[src/rtl/mem_bus_interface.sv]
// -----------------------------------------------------------------------------
// mem_bus_interface
//
// Memory-side responder for the controller's memory requests. One request is
// latched in IDLE and played out on an 8-bit multiplexed external bus:
// address low byte, optional address high byte, then a data phase that waits
// on i_ext_ready with a bounded timeout. Completion is a one-cycle
// o_mem_ready pulse, and a timeout is a one-cycle o_mem_error pulse.
//
// The last high address byte is cached. Accesses that stay in the same page
// skip the high-byte phase.
//
// Ports
//   i_clk            system clock, rising edge
//   i_reset          synchronous active-high reset
//   i_mem_write_req  write request (held by CPU until ready/error)
//   i_mem_read_req   read request  (held by CPU until ready/error)
//   i_addr           byte address, 2*DATA_WIDTH bits
//   i_wdata          write data
//   o_rdata          read data, held until the next capture
//   o_mem_ready      one-cycle pulse: access completed
//   o_mem_error      one-cycle pulse: access aborted by timeout
//   o_busy           high while an access is in flight (state != IDLE)
//   o_ext_data_out   bus drive value
//   o_ext_data_oe    1 = o_ext_data_out drives the bus
//   i_ext_data_in    bus sample value
//   o_ext_ale        address latch enable (address phases only)
//   o_ext_addr_hi    0 = low address byte, 1 = high address byte
//   o_ext_we         write strobe (data phase only)
//   o_ext_re         read strobe  (data phase only)
//   i_ext_ready      memory ready, sampled in the data phase
// -----------------------------------------------------------------------------
module mem_bus_interface #(
    parameter int unsigned DATA_WIDTH     = 8,
    parameter int unsigned TIMEOUT_CYCLES = 15,
    parameter int unsigned TIMEOUT_WIDTH  = 4
) (
    input  logic                      i_clk,
    input  logic                      i_reset,
    input  logic                      i_mem_write_req,
    input  logic                      i_mem_read_req,
    input  logic [2*DATA_WIDTH-1:0]   i_addr,
    input  logic [DATA_WIDTH-1:0]     i_wdata,
    output logic [DATA_WIDTH-1:0]     o_rdata,
    output logic                      o_mem_ready,
    output logic                      o_mem_error,
    output logic                      o_busy,
    output logic [DATA_WIDTH-1:0]     o_ext_data_out,
    output logic                      o_ext_data_oe,
    input  logic [DATA_WIDTH-1:0]     i_ext_data_in,
    output logic                      o_ext_ale,
    output logic                      o_ext_addr_hi,
    output logic                      o_ext_we,
    output logic                      o_ext_re,
    input  logic                      i_ext_ready
);

    typedef enum logic [2:0] {
        StIdle,
        StAddrLo,
        StAddrHi,
        StXfer,
        StDone,
        StErr
    } state_e;

    // Last data-phase cycle index; reaching it without i_ext_ready aborts.
    localparam logic [TIMEOUT_WIDTH-1:0] TimeoutLast = TIMEOUT_WIDTH'(TIMEOUT_CYCLES - 1);

    state_e                    r_state;
    state_e                    w_state_next;

    logic [2*DATA_WIDTH-1:0]   r_addr;
    logic [DATA_WIDTH-1:0]     r_wdata;
    logic                      r_is_write;
    logic [DATA_WIDTH-1:0]     r_hi_cache;
    logic                      r_hi_valid;
    logic [TIMEOUT_WIDTH-1:0]  r_timeout;
    logic [DATA_WIDTH-1:0]     r_rdata;

    logic                      w_req;
    logic                      w_page_hit;
    logic                      w_timeout_hit;

    assign w_req         = i_mem_write_req | i_mem_read_req;
    assign w_page_hit    = r_hi_valid && (r_hi_cache == r_addr[2*DATA_WIDTH-1:DATA_WIDTH]);
    assign w_timeout_hit = (r_timeout == TimeoutLast);

    // -------------------------------------------------------------------------
    // Next-state logic
    // -------------------------------------------------------------------------
    always_comb begin
        w_state_next = r_state;
        unique case (r_state)
            StIdle: begin
                if (w_req) begin
                    w_state_next = StAddrLo;
                end
            end
            StAddrLo: begin
                w_state_next = w_page_hit ? StXfer : StAddrHi;
            end
            StAddrHi: begin
                w_state_next = StXfer;
            end
            StXfer: begin
                if (i_ext_ready) begin
                    w_state_next = StDone;
                end else if (w_timeout_hit) begin
                    w_state_next = StErr;
                end
            end
            StDone:  w_state_next = StIdle;
            StErr:   w_state_next = StIdle;
            default: w_state_next = StIdle;
        endcase
    end

    // -------------------------------------------------------------------------
    // State and datapath registers
    // -------------------------------------------------------------------------
    always_ff @(posedge i_clk) begin
        if (i_reset) begin
            r_state    <= StIdle;
            r_addr     <= '0;
            r_wdata    <= '0;
            r_is_write <= 1'b0;
            r_hi_cache <= '0;
            r_hi_valid <= 1'b0;
            r_timeout  <= '0;
            r_rdata    <= '0;
        end else begin
            r_state <= w_state_next;

            // The counter only runs in the data phase, so it is zero on entry.
            if (r_state != StXfer) begin
                r_timeout <= '0;
            end

            unique case (r_state)
                StIdle: begin
                    if (w_req) begin
                        r_addr     <= i_addr;
                        r_wdata    <= i_wdata;
                        // Write wins when both requests are present.
                        r_is_write <= i_mem_write_req;
                    end
                end
                StAddrHi: begin
                    r_hi_cache <= r_addr[2*DATA_WIDTH-1:DATA_WIDTH];
                    r_hi_valid <= 1'b1;
                end
                StXfer: begin
                    if (i_ext_ready) begin
                        if (!r_is_write) begin
                            r_rdata <= i_ext_data_in;
                        end
                    end else if (w_timeout_hit) begin
                        // Aborted: the memory may not have latched the page.
                        r_hi_valid <= 1'b0;
                        if (!r_is_write) begin
                            r_rdata <= '1;
                        end
                    end else begin
                        r_timeout <= r_timeout + TIMEOUT_WIDTH'(1);
                    end
                end
                default: begin
                end
            endcase
        end
    end

    // -------------------------------------------------------------------------
    // Outputs: decoded from the state register and latched access fields only
    // -------------------------------------------------------------------------
    always_comb begin
        o_ext_data_out = '0;
        o_ext_data_oe  = 1'b0;
        o_ext_ale      = 1'b0;
        o_ext_addr_hi  = 1'b0;
        o_ext_we       = 1'b0;
        o_ext_re       = 1'b0;
        o_mem_ready    = 1'b0;
        o_mem_error    = 1'b0;
        unique case (r_state)
            StAddrLo: begin
                o_ext_ale      = 1'b1;
                o_ext_data_oe  = 1'b1;
                o_ext_data_out = r_addr[DATA_WIDTH-1:0];
            end
            StAddrHi: begin
                o_ext_ale      = 1'b1;
                o_ext_addr_hi  = 1'b1;
                o_ext_data_oe  = 1'b1;
                o_ext_data_out = r_addr[2*DATA_WIDTH-1:DATA_WIDTH];
            end
            StXfer: begin
                o_ext_we      = r_is_write;
                o_ext_re      = !r_is_write;
                o_ext_data_oe = r_is_write;
                if (r_is_write) begin
                    o_ext_data_out = r_wdata;
                end
            end
            StDone:  o_mem_ready = 1'b1;
            StErr:   o_mem_error = 1'b1;
            default: begin
            end
        endcase
    end

    assign o_busy  = (r_state != StIdle);
    assign o_rdata = r_rdata;

endmodule

[config.mk]
export PLATFORM = sky130hd
export DESIGN_NAME = mem_bus_interface
export DESIGN_NICKNAME = d
export VERILOG_FILES = /design/src/rtl/mem_bus_interface.sv
export SDC_FILE = /design/constraint.sdc
export NUM_CORES = 1
export LEC_CHECK = 0
export BUFFER_PORTS_ARGS = -buffer_cell sky130_fd_sc_hd__buf_4
export CORE_UTILIZATION = 33
export CTS_CLUSTER_DIAMETER = 60
export DETAILED_ROUTE_END_ITERATION = 8
export PLACE_DENSITY_LB_ADDON = 0.15
export SYNTH_ARGS = -nofsm -noshare
export SYNTH_HDL_FRONTEND = slang
export SYNTH_SLANG_ARGS = --single-unit
export TNS_END_PERCENT = 10
[constraint.sdc]
create_clock -name i_clk -period 3.1 [get_ports i_clk]
set_input_delay 0.31 -clock i_clk [delete_from_list [all_inputs] [get_ports i_clk]]
set_output_delay 0.31 -clock i_clk [all_outputs]
set_load 0.02 [all_outputs]
==> flow_metrics.py <==
metrics = {
    "outcome": {
        "status": "finished clean",
    },
    "setup_path": {
        "timing.critical_path.cells": "nand2b_1 -> nand2b_1 -> inv_2 -> a222oi_1 -> inv_1 -> buf_4",
        "crit_top_cell": "nand2b_1",
        "slowest_delay_ns": 0.50,
        "crit_fanout": 17,
        "reg2reg_to": "r_state[0]",
        "crit_path_top_delay_cell": "dfxtp_1",
        "rr_worst_depth": 4,
        "rr_startpoint": "r_state[0]",
        "reg2reg_slack_ns": 1.23,
        "cp.arrival_ns": 2.19,
        "cp-end-kind": "output pin",
        "worstSetupPathType": "flop to output pin",
        "cp-start-kind": "flop",
        "required_ns": 2.79,
    },
    "cts": {
        "cts_root_buf": "clkbuf_8",
        "htreeDepth": 2,
        "post_cts_resized": 0,
        "ctsHoldBuffers": 0,
        "clockBufferDepth": 2,
        "clock_latency_ns": 0.30,
        "post_cts_buffers": 0,
        "cts-buffers-inserted": 5,
        "cts_tree": "done",
        "numClockSinks": 49,
        "clkSlewWorstSetupHoldPaths_ns": 0.08,
    },
    "die": {
        "chipHeight_um": 81.2,
        "fp.dieW_um": 81.2,
        "start_util": 0.345,
        "fp.dieArea_um2": 6590,
        "ios": 61,
        "core_area_um2": 5990,
        "rows": 28,
    },
    "placed_design": {
        "hpwl_mm": 3.42,
        "finalWeightedCongestion": 0.736,
        "place_ws_ns": 0.916,
        "portBuffers": 60,
    },
    "pwr": {
        "power_frac_clock": 0.324,
        "leakagePower_nw": 1.12,
        "p_sw_w": 0.000395,
        "p_seq_frac": 0.492,
        "p_int_w": 0.00105,
        "peakVddDrop_mv": 0.237,
        "switching_share": 0.273,
        "total_power_w": 0.00145,
        "pwr_density_cell_nw_per_um2": 542,
        "power_frac_comb": 0.184,
    },
    "detailed_routing": {
        "finalWirelength_mm": 5.01,
        "first_pass_iters": 4,
        "routed_via_density": 4.74,
        "post-route-drc-count": 0,
        "ant_nets": 0,
        "vias": 1839,
        "drtIter0Drc": 135,
        "wl_per_cell_um": 12.9,
    },
    "global_route": {
        "grt_max_degree": 46,
        "grt_pass1_wl_mm": 8.18,
        "grt_usage": 0.164,
        "grt_pass1_vias": 1753,
        "antenna_found_initial": 0,
        "globalRouteMet2Util": 0.261,
        "grt.busiest_layer": "met2",
        "grt_overflow": 0,
        "met3_usage": 0.0438,
        "grt_util_met1": 0.216,
    },
    "logic_synthesis": {
        "ys.warnings.count": 0,
        "syn_nets": 297,
        "netlist.area_leader.share": 0.474,
        "avgSynthCellArea_um2": 8.02,
        "synth_cell_types": 36,
        "syn_area_um2": 2070,
        "ys_top_cells_by_area": "dfxtp_1 47%, nand2_1 13%, a21oi_1 8.7%",
        "netlist_instances": 258,
        "synth_top_cell_by_area": "dfxtp_1",
        "synth-seq-cells": 49,
        "synth-seq-area-share": 0.474,
    },
    "sta": {
        "finalClockSkew_ns": 0.00542,
        "timing.hold.ws_ns": 0.237,
        "worstMarginPinSlew_ns": 0.837,
        "fin_crit_ns": 2.50,
        "final.setup.worst_slack_ns": 0.605,
        "fin_tns_setup_ns": 0,
        "grt_setup_unrepaired": "no",
        "finalHoldViolations": 0,
        "clock.fmax_mhz": 401,
        "slew_headroom": 0.442,
        "finalSetupViolCount": 0,
        "fin_crit_sh": 0.805,
        "slew_viol_final": 0,
    },
    "min_path": {
        "min_to": "o_rdata[5]",
        "hp-class": "input pin to flop",
        "hp-start": "i_ext_data_in[5]",
        "hold_path_depth": 3,
    },
    "job": {
        "drv_cap": 0,
    },
    "layout": {
        "drive_above_1_share": 0.236,
        "area_growth_pct": 29.0,
        "fill_cells": 592,
        "antenna_cells": 0,
        "nets": 351,
    },
}
## registers in the layout (all words and copies together) (netlist names)
name        cells
r_is_write      1
r_wdata         8
r_hi_cache      8
o_rdata         8
r_timeout       4
r_hi_valid      1
r_addr         16
r_state         3
## Yosys cell counts
cell,number
nand2_1,70
o21ai_0,3
a31oi_1,2
nor3b_4,1
buf_2,4
inv_1,13
a31o_2,1
a21oi_1,36
or2_1,1
nand3b_1,1
clkbuf_1,7
dfxtp_1,49
xor2_1,1
o21a_1,1
o21ai_1,2
and4bb_1,1
a211oi_1,1
inv_2,1
o22ai_1,8
ha_1,2
buf_4,3
xnor2_1,7
nor3_1,2
nand4b_1,1
nand2b_1,4
a222oi_1,8
nor2b_1,1
nand4_1,2
nor3_2,2
nor2_1,16
nor3b_1,1
a22oi_1,1
o31ai_1,1
nand3_1,2
or4b_1,1
or2_2,1
## worst max-delay path, delay by kind of cell, from the launching register on
kind,cells,cell delay (ns)
AOI/OAI and AO/OA,1,0.39
buffers and inverters,3,0.48
DFF,1,0.50
and+or+nand+nor,2,0.52
## power groups by stage
stage | sequential, W | clock [W] | combinational (W)
floorplan | 0.000713 | 0 | 0.000177
global placement | 0.000726 | 0 | 0.000269
detailed placement | 0.000726 | 0 | 0.000269
CTS | 0.000712 | 0.000488 | 0.000270
global route | 0.000719 | 0.000512 | 0.000300
finish | 0.000711 | 0.000469 | 0.000266
## per-layer routing
metal  part of all wire  up-vias
met5                  0        -
li1                   -      982
met4             0.0092        0
met3              0.055        4
met2               0.45       44
met1               0.49      809
## cell usage in the layout (no fill, tap or decap), types with 3 or more instances in the layout
master	count
inv_1	13
a222oi_1	8
a21oi_1	36
xnor2_1	7
o22ai_1	8
clkbuf_8	6
o21ai_0	3
nand2_1	70
buf_4	61
nand2b_1	4
dfxtp_1	49
nor2_1	16
## final cells by class
type                            count  area (um^2)  area share
Clock buffer                        7         86.3      0.0324
Clock inverter                      1         30.0      0.0113
Inverter                           14         52.6      0.0197
Multi-Input combinational cell    181          966       0.362
Sequential cell                    49          981       0.368
Tap cell                           75         93.8      0.0352
Timing Repair Buffer               61          458       0.172
## kinds of logic after synthesis
logic type / share of synthesized area
AND/OR/NAND/NOR: 0.234
adder cells (fa/ha/maj): 0.0121
flip-flops: 0.474
AO/OA/AOI/OAI: 0.187
XOR/XNOR: 0.0339
buffers and inverters: 0.0587
## stage by stage
| stage | area (um^2) | std cells | utilization |
|---|---|---|---|
| 6_report | 2670 | 388 | 0.445 |
| 3_5_place_dp | 2550 | 380 | 0.426 |
| 2_1_floorplan | 2070 | 258 | - |
| 3_3_place_gp | 2550 | 380 | 0.426 |
| 5_1_grt | 2670 | 388 | 0.445 |
| 4_1_cts | 2670 | 388 | 0.445 |
## worst max path at each step
stage / from / to / slack [ns] / cells after the start
2_1_floorplan: r_state[2] / o_ext_data_out[7] / 1.21 / 5
3_3_place_gp: r_state[0] / o_ext_data_out[5] / 0.96 / 6
3_5_place_dp: r_state[0] / o_ext_data_out[5] / 0.92 / 6
4_1_cts: r_state[0] / o_ext_data_out[5] / 0.56 / 6
5_1_grt: r_state[0] / o_ext_data_out[0] / 0.32 / 6
6_report: r_state[0] / o_ext_data_out[0] / 0.60 / 6
(Power assumes the default switching activity.)
